<file path="config.mk">
export PLATFORM = sky130hd
export DESIGN_NAME = seq_serializer
export DESIGN_NICKNAME = d
export VERILOG_FILES = /design/src/rtl/seq_pkg.sv /design/src/rtl/seq_serializer_bit_counter.sv /design/src/rtl/seq_serializer.sv
export SDC_FILE = /design/constraint.sdc
export NUM_CORES = 1
export LEC_CHECK = 0
export ABC_CLOCK_PERIOD_IN_PS = 1950
export CAP_MARGIN = 20
export CORE_MARGIN = 2
export CORE_UTILIZATION = 55
export CTS_BUF_LIST = sky130_fd_sc_hd__clkbuf_4
export DETAILED_ROUTE_END_ITERATION = 6
export PLACE_DENSITY = 0.8
export SYNTH_ARGS = -nofsm -noshare
export SYNTH_HDL_FRONTEND = slang
export SYNTH_SLANG_ARGS = --single-unit
</file>
<file path="constraint.sdc">
create_clock -name clk -period 1.95 [get_ports clk]
set_input_delay 0.39 -clock clk [delete_from_list [all_inputs] [get_ports clk]]
set_output_delay 0.39 -clock clk [all_outputs]
set_load 0.01 [all_outputs]
</file>
<file path="src/rtl/seq_pkg.sv">
`default_nettype none
// ============================================================================
//  Module      : seq_pkg
//  Description : Shared types and constants for the sequence serializer:
//                FSM state encoding, default word width, counter sizing.
//  Revision    : 1.0  initial release
// ============================================================================
package seq_pkg;

    // Default parallel word width.
    localparam int DEFAULT_DATA_WIDTH = 8;

    // Serializer FSM states, explicit 1-bit encoding.
    typedef enum logic [0:0] {
        IDLE  = 1'b0,
        SHIFT = 1'b1
    } state_t;

    // Bits needed by a counter that must reach w-1 (w >= 2).
    function automatic int cnt_width(input int w);
        return (w <= 2) ? 1 : $clog2(w);
    endfunction

endpackage : seq_pkg
`default_nettype wire

</file>
<file path="src/rtl/seq_serializer_bit_counter.sv">
`default_nettype none
// ============================================================================
//  Module      : bit_counter
//  Description : Wrapping up-counter 0..MAX_COUNT with synchronous clear,
//                count enable and a terminal-count (rollover) flag.
//  Revision    : 1.0  initial release
// ============================================================================
module bit_counter #(
    parameter int WIDTH     = 3,
    parameter int MAX_COUNT = 7
) (
    input  logic clk,
    input  logic rst,
    input  logic i_clear,
    input  logic i_count_enable,
    output logic o_rollover_flag
);

    localparam logic [WIDTH-1:0] c_max = WIDTH'(MAX_COUNT);

    logic [WIDTH-1:0] r_count;

    // Count register: clear wins over enable; wraps to zero after MAX_COUNT.
    always_ff @(posedge clk or posedge rst) begin
        if (rst) begin
            r_count <= '0;
        end else if (i_clear) begin
            r_count <= '0;
        end else if (i_count_enable) begin
            r_count <= (r_count == c_max) ? '0 : r_count + 1'b1;
        end
    end

    // Flag the terminal count; it is a decode of the count register only.
    always_comb begin
        o_rollover_flag = (r_count == c_max);
    end

endmodule : bit_counter
`default_nettype wire

</file>
<file path="src/rtl/seq_serializer.sv">
`default_nettype none
// ============================================================================
//  Module      : seq_serializer
//  Description : Parallel-to-serial converter with a one-entry holding
//                register so consecutive words stream with no idle gap.
//                One bit per clock, selectable bit order and idle level.
//  Revision    : 1.0  initial release
// ============================================================================
module seq_serializer
    import seq_pkg::*;
#(
    parameter int DATA_WIDTH = DEFAULT_DATA_WIDTH,
    parameter bit MSB_FIRST  = 1'b1,
    parameter bit IDLE_LEVEL = 1'b0
) (
    input  logic                  clk,
    input  logic                  rst,
    input  logic [DATA_WIDTH-1:0] data_in,
    input  logic                  load,
    output logic                  ready,
    output logic                  serial_out,
    output logic                  serial_valid,
    output logic                  last_bit
);

    // Bit position of the shift register that drives serial_out.
    localparam int c_out_idx = MSB_FIRST ? DATA_WIDTH - 1 : 0;
    localparam int c_cnt_w   = cnt_width(DATA_WIDTH);

    state_t                r_state;
    state_t                w_next_state;
    logic [DATA_WIDTH-1:0] r_shift;
    logic [DATA_WIDTH-1:0] w_shift_next;
    logic [DATA_WIDTH-1:0] w_shifted;
    logic [DATA_WIDTH-1:0] r_hold;
    logic [DATA_WIDTH-1:0] w_hold_next;
    logic                  r_hold_full;
    logic                  w_hold_full_next;
    logic                  r_sout;
    logic                  w_sout_next;
    logic                  w_accept;
    logic                  w_last;
    logic                  w_rollover;
    logic                  w_cnt_clear;
    logic                  w_cnt_en;

    // Handshake: a word is taken only when the holding slot is free.
    always_comb begin
        w_accept = load && !r_hold_full;
    end

    // Bit counter runs only while shifting; held at zero in IDLE.
    always_comb begin
        w_cnt_clear = (r_state == IDLE);
        w_cnt_en    = (r_state == SHIFT);
    end

    bit_counter #(
        .WIDTH     (c_cnt_w),
        .MAX_COUNT (DATA_WIDTH - 1)
    ) u_bit_counter (
        .clk             (clk),
        .rst             (rst),
        .i_clear         (w_cnt_clear),
        .i_count_enable  (w_cnt_en),
        .o_rollover_flag (w_rollover)
    );

    // FSM state register.
    always_ff @(posedge clk or posedge rst) begin
        if (rst) begin
            r_state <= IDLE;
        end else begin
            r_state <= w_next_state;
        end
    end

    // FSM next state: leave SHIFT only when the last bit goes out with nothing queued.
    always_comb begin
        w_next_state = r_state;
        case (r_state)
            IDLE: begin
                if (w_accept) begin
                    w_next_state = SHIFT;
                end
            end
            SHIFT: begin
                if (w_last && !r_hold_full && !w_accept) begin
                    w_next_state = IDLE;
                end
            end
            default: w_next_state = IDLE;
        endcase
    end

    // FSM outputs; serial_out itself comes straight from a flop.
    always_comb begin
        ready        = !r_hold_full;
        serial_valid = (r_state == SHIFT);
        w_last       = (r_state == SHIFT) && w_rollover;
        last_bit     = w_last;
        serial_out   = r_sout;
    end

    // Shift toward the output end, back-filling with the idle level.
    always_comb begin
        if (MSB_FIRST) begin
            w_shifted = {r_shift[DATA_WIDTH-2:0], IDLE_LEVEL};
        end else begin
            w_shifted = {IDLE_LEVEL, r_shift[DATA_WIDTH-1:1]};
        end
    end

    // Datapath next values: shift register, holding register and its flag.
    always_comb begin
        w_shift_next     = r_shift;
        w_hold_next      = r_hold;
        w_hold_full_next = r_hold_full;
        case (r_state)
            IDLE: begin
                if (w_accept) begin
                    w_shift_next = data_in;
                end
            end
            SHIFT: begin
                if (w_last) begin
                    if (r_hold_full) begin
                        // Held word goes first; a same-cycle accept refills the slot.
                        w_shift_next     = r_hold;
                        w_hold_full_next = w_accept;
                        if (w_accept) begin
                            w_hold_next = data_in;
                        end
                    end else if (w_accept) begin
                        w_shift_next = data_in;
                    end else begin
                        w_shift_next = w_shifted;
                    end
                end else begin
                    w_shift_next = w_shifted;
                    if (w_accept) begin
                        w_hold_next      = data_in;
                        w_hold_full_next = 1'b1;
                    end
                end
            end
            default: ;
        endcase
        w_sout_next = (w_next_state == SHIFT) ? w_shift_next[c_out_idx] : IDLE_LEVEL;
    end

    // Datapath registers, including the registered serial output bit.
    always_ff @(posedge clk or posedge rst) begin
        if (rst) begin
            r_shift     <= '0;
            r_hold      <= '0;
            r_hold_full <= 1'b0;
            r_sout      <= IDLE_LEVEL;
        end else begin
            r_shift     <= w_shift_next;
            r_hold      <= w_hold_next;
            r_hold_full <= w_hold_full_next;
            r_sout      <= w_sout_next;
        end
    end

endmodule : seq_serializer
`default_nettype wire

</file>
## Yosys cells after proc, flatten, opt, wreduce, memory -nomap -nowiden

Index checks and enable logic that the tools add are counted.

- Flip-flop bits (word level): 22
- Latch bits: 0
- Memory bits (writable): 0
- Bits in read-only memories: 0
- Output and inout bits: 4
- Word-level logic and storage cells: 38
- Memories: 0

- Add/subtract/negate cells: 1
- $mul: 0
- Divide/modulo/power cells: 0
- $lt $le $gt $ge: 0
- Eq/ne operators: 3
- Shift operators: 0
- Mux-type cells: 17
- Bitwise logic cells: 1
- Reductions and logical operators: 9

Operators by type and width:

| kind | count |
|---|---|
| 2-to-1 mux 8 bit | 7 |
| case mux 8 bit (2 select lines) | 1 |
| 2-to-1 mux 1 bit | 6 |
| 2-to-1 mux 3 bit | 2 |
| logical AND 1 bit | 4 |
| inequality test 2 bit (second input constant) | 2 |
| AND reduction 2 bit | 2 |
| adder 3 x 1 -> 3 bit (second input constant) | 1 |
| == test 3 bit (second input constant) | 1 |
| logical NOT 1 bit | 2 |
| case mux 1 bit (2 select lines) | 1 |
| nonzero test 2 bit | 1 |
| NOT 1 bit | 1 |

## Depth between registers and ports, before layout

- Depth in word-level cells: 7
- Depth in mapped cells: 6
- Gate-level depth less buffers: 5

## Modules after synthesis

Synthesis repeated with hierarchy kept, for this count alone.

- Cell total of the unflattened synthesis: 108
- Area, all modules: 1142.3 um^2

By module, submodules not included:

| module | instances | cells each | area each (um^2) |
|---|---|---|---|
| seq_serializer | 1 | 94 | 982.2 |
| bit_counter | 1 | 14 | 160.2 |

## Worst setup path after synthesis

Ideal clock, no wire load.

- Path type: reg2reg
- Start point: register u_bit_counter.r_count[0]
- End point: register r_shift[1]
- Setup time: 0.126 ns
- Arrival: 1.568 ns
- Required time: 1.824 ns
- Slack: 0.256 ns
- Stages on the path, launching flop included: 7
- Path buffers: 1
- Path through: dfrtp_1 -> ha_1 -> ha_1 -> nand2b_1 -> and2_4 -> buf_6 -> a221o_1

- Longest elaborated chain between the ends: 4

Ends and longest elaborated chain:

| item | RTL line | source |
|---|---|---|
| start, declared | seq_serializer_bit_counter.sv:21 | `logic [WIDTH-1:0] r_count;` |
| start signal, assigned | seq_serializer_bit_counter.sv:30 | `r_count <= (r_count == c_max) ? '0 : r_count + 1'b1;` |
| == test 3 bit | seq_serializer_bit_counter.sv:36 | `o_rollover_flag = (r_count == c_max);` |
| logical AND 1 bit | seq_serializer.sv:100 | `w_last = (r_state == SHIFT) && w_rollover;` |
| 2-to-1 mux 8 bit | seq_serializer.sv:126 | `if (w_last) begin` |
| case mux 8 bit (2 select lines) | seq_serializer.sv:119 | `case (r_state)` |
| end signal, assigned | seq_serializer.sv:160 | `r_shift <= w_shift_next;` |
| end, declared | seq_serializer.sv:32 | `logic [DATA_WIDTH-1:0] r_shift;` |

Every way passes these cells.
A chain may end at the register's enable or synchronous reset.

## Worst setup path in the final report

- Start point: register u_bit_counter.r_count[0]
- End point: output port last_bit

- Longest elaborated chain between the ends: 2

Ends and longest elaborated chain:

| item | RTL line | source |
|---|---|---|
| == test 3 bit | seq_serializer_bit_counter.sv:36 |  |
| logical AND 1 bit | seq_serializer.sv:100 |  |
| end, declared | seq_serializer.sv:23 | `output logic last_bit` |

Every way passes these cells.

==> qor.csv <==
stage,metric,value,unit
status,status,"finished, final reports clean",
global_routing,first-pass GRT wire length,3249,um
floorplan,Core Box Area,1783,um2
cts,H-tree levels,1,
setup_path,CP Launch Point,u_bit_counter.r_count[0]$_DFF_PP0_,
timing,Final Hold Viols,0,
floorplan,die area,2306,um2
power,total power,1926,uW
floorplan,num rows,15,
logic_synthesis,"Top FF cell, synth",dfrtp_1,
hold_path,Tightest Hold Check Type,input pin to async pin,
power,leakage power,0.0005686,uW
layout,fin nets,116,
routing,via count,741,
setup_path,crit path launch type,flop,
power,Pwr Density,1489,nW/um2
setup_path,max incr delay on CP,410,ps
routing,ANT nets after route,0,
routing,Avg WL per Cell,15.35,um
floorplan,I/O pin total,15,
global_routing,vias in the first global route,746,
logic_synthesis,syn nets,98,
floorplan,die width,48.03,um
setup_path,CP Data Required Time,1560,ps
place,gpl congestion,0.7800,
cts,TritonCTS clock tree,built,
logic_synthesis,number of synthesized register bits,22,
setup_path,worst-path cell chain,"ha_2, ha_4, and2_1, clkdlybuf4s15_1",
logic_synthesis,Post-synth EDFFs,0,
setup_path,crit path max-delay cell type,dfrtp_1,
floorplan,initial core utilization,0.5979,
timing,Final Max Slew Viols,0,
global_routing,pin count of the biggest net entering global routing,23,
layout,fill count,132,
setup_path,Crit. path cell count,4,
routing,post-DR vias/cell,5.835,
cts,Clock Latency Late Sink,310,ps
timing,Max transition margin,0.6012,
timing,Final min period,1895,ps
timing,final worst setup slack,54.60,ps
timing,Worst Tran Pin Value,594.2,ps
layout,synth-to-layout area growth,21.36,%
cts,clk sink count,22,
logic_synthesis,most frequent cell after synthesis,dfrtp_1,
global_routing,GRT Residual Overflow,0,
timing,clock skew,10.53,ps
place,HPWL reported at the end of detailed placement,1324,um
setup_path,CP Class,flop to output port,
logic_synthesis,distinct cell type count after synthesis,25,
logic_synthesis,Commonest cells post-synth,"dfrtp_1 (22), mux2_2 (7), nor3b_1 (7)",
place,I/O Buffers,14,
setup_path,crit path DAT,1510,ps
routing,1st-iter DRT viols,7,
routing,WL final,1950,um
cts,hold_buf cts,0,
floorplan,die height,48.03,um
logic_synthesis,"Seq/Total Area, Yosys",0.5164,
setup_path,"CP delay by family, top",flip-flops,
setup_path,Worst Reg-to-Reg Cells,5,
place,DP Area,1219,um2
setup_path,worst-path fanout max,5,
timing,Final Cycle Share,0.9720,
global_routing,gr usage total,0.2065,
global_routing,antenna violations before repair,0,
place,pre-CTS setup slack,60.59,ps
timing,endpoints failing setup,0,
timing,Max Clk Rate,0.5276,GHz
cts,CTS max path bufs,2,
setup_path,CP Buf/Inv Count,1,
logic_synthesis,cells after synthesis,85,
cts,clk root buf,clkbuf_4,
logic_synthesis,Synth area leader,dfrtp_1,
logic_synthesis,post-synthesis cell area,1066,um2
logic_synthesis,Syn Area/Cell,12.54,um2
layout,final core occ,0.7256,
layout,fraction of layout instances using a drive strength above 1,0.2157,
layout,diodes inserted,0,
setup_path,RR Startpoint,u_bit_counter.r_count[0]$_DFF_PP0_,
logic_synthesis,ys async rst share,1.000,
logic_synthesis,"top cells by area, synth","dfrtp_1 (52%), mux2_2 (7.4%), a221o_1 (5.6%)",
setup_path,Crit. End Element,output port,
routing,First-pass DRT Iterations,4,
cts,"Reg clk slew, reported paths",130,ps
cts,CTS buffer count,3,
routing,DRC Markers,0,
flow_run,Max-cap violations,0,
logic_synthesis,synth warn,0,
power,VDD IR max,981.6,uV
layout,fin area,1294,um2
logic_synthesis,Yosys top cell area share,0.5164,
[what timing repair did]
item | in CTS | in global routing
pin swaps | 0 | 0
buffers inserted | 1 | 0
resized for setup | 2 | 3
setup endpoints to repair | 1 | 1
[metal layers]
metal	track usage	share of wire	routed length, um
met5	0	0	0
met3	0.03396	0.030	58
met4	0.09730	0.012	24
met1	0.2560	0.45	874
met2	0.3493	0.51	993
[worst reg2reg max path, delay by kind of cell (launching register included)]
family / cells / cell delay (ps)
and+or+nand+nor: 2 / 520
DFF: 1 / 410
adders and majority gates: 2 / 380
muxes: 1 / 370
[final timing paths]
path                                          endpoint  slack, ps
min in group clk                 r_hold[0]$_DFFE_PP0P_        520
max in group asynchronous       serial_valid$_DFF_PP0_       1340
worst max-delay path                          last_bit         50
worst max register to register   r_hold[4]$_DFFE_PP0P_        190
worst min-delay path            r_shift[0]$_DFFE_PP0P_        380
worst min register to register   r_hold[0]$_DFFE_PP0P_        520
[final cells by class]
type / instances / area (um2) / area share
well taps: 25 / 31.28 / 0.02418
inverters: 3 / 11.26 / 0.008704
clock inverters: 1 / 30.03 / 0.02321
clock buffers: 3 / 22.52 / 0.01741
repair buffers: 20 / 185.2 / 0.1431
flip-flops and latches: 22 / 550.5 / 0.4255
multi-input cells: 53 / 462.9 / 0.3578
[where the power goes]
part | switching (uW) | total [uW] | leakage (uW) | internal [uW]
clock network | 145 | 353 | 0.0000279 | 208
registers | 142 | 802 | 0.000271 | 660
logic | 334 | 770 | 0.000270 | 437
total | 621 | 1930 | 0.000569 | 1300
[metrics by stage]
stage	hold WS, ps	setup TNS, ps	std cells
2_1_floorplan	379.2	0	85
3_3_place_gp	422.9	0	122
3_5_place_dp	435.2	0	122
4_1_cts	398.1	0	127
5_1_grt	409.9	-3.704	127
6_report	380.9	0	127
[state kept, by name (all words and copies together), names as in the netlist]
signal / cells
serial_out: 1
r_hold: 8
r_hold_full: 1
r_shift: 8
serial_valid: 1
u_bit_counter.r_count: 3
[logic make-up (layout without fill, tap and decap cells)]
kind of cell / after synthesis / after routing / share of synthesized area
AO/OA/AOI/OAI: 20 / 20 / 0.1526
adder cells (fa/ha/maj): 2 / 2 / 0.02347
buffers and inverters: 10 / 27 / 0.06338
flip-flops: 22 / 22 / 0.5164
multiplexers: 9 / 9 / 0.09390
AND/OR/NAND/NOR: 22 / 22 / 0.1503
[placed cells by master (no fill, tap or decap), types with 3 or more instances in the layout]
cell / instances
nor3b_1: 7
dfrtp_1: 22
a221o_1: 6
clkbuf_4: 3
mux2_2: 7
buf_4: 6
inv_1: 3
clkdlybuf4s50_1: 13
a31oi_1: 3
and2_1: 3
a22o_1: 6
(Power assumes the default switching activity.)
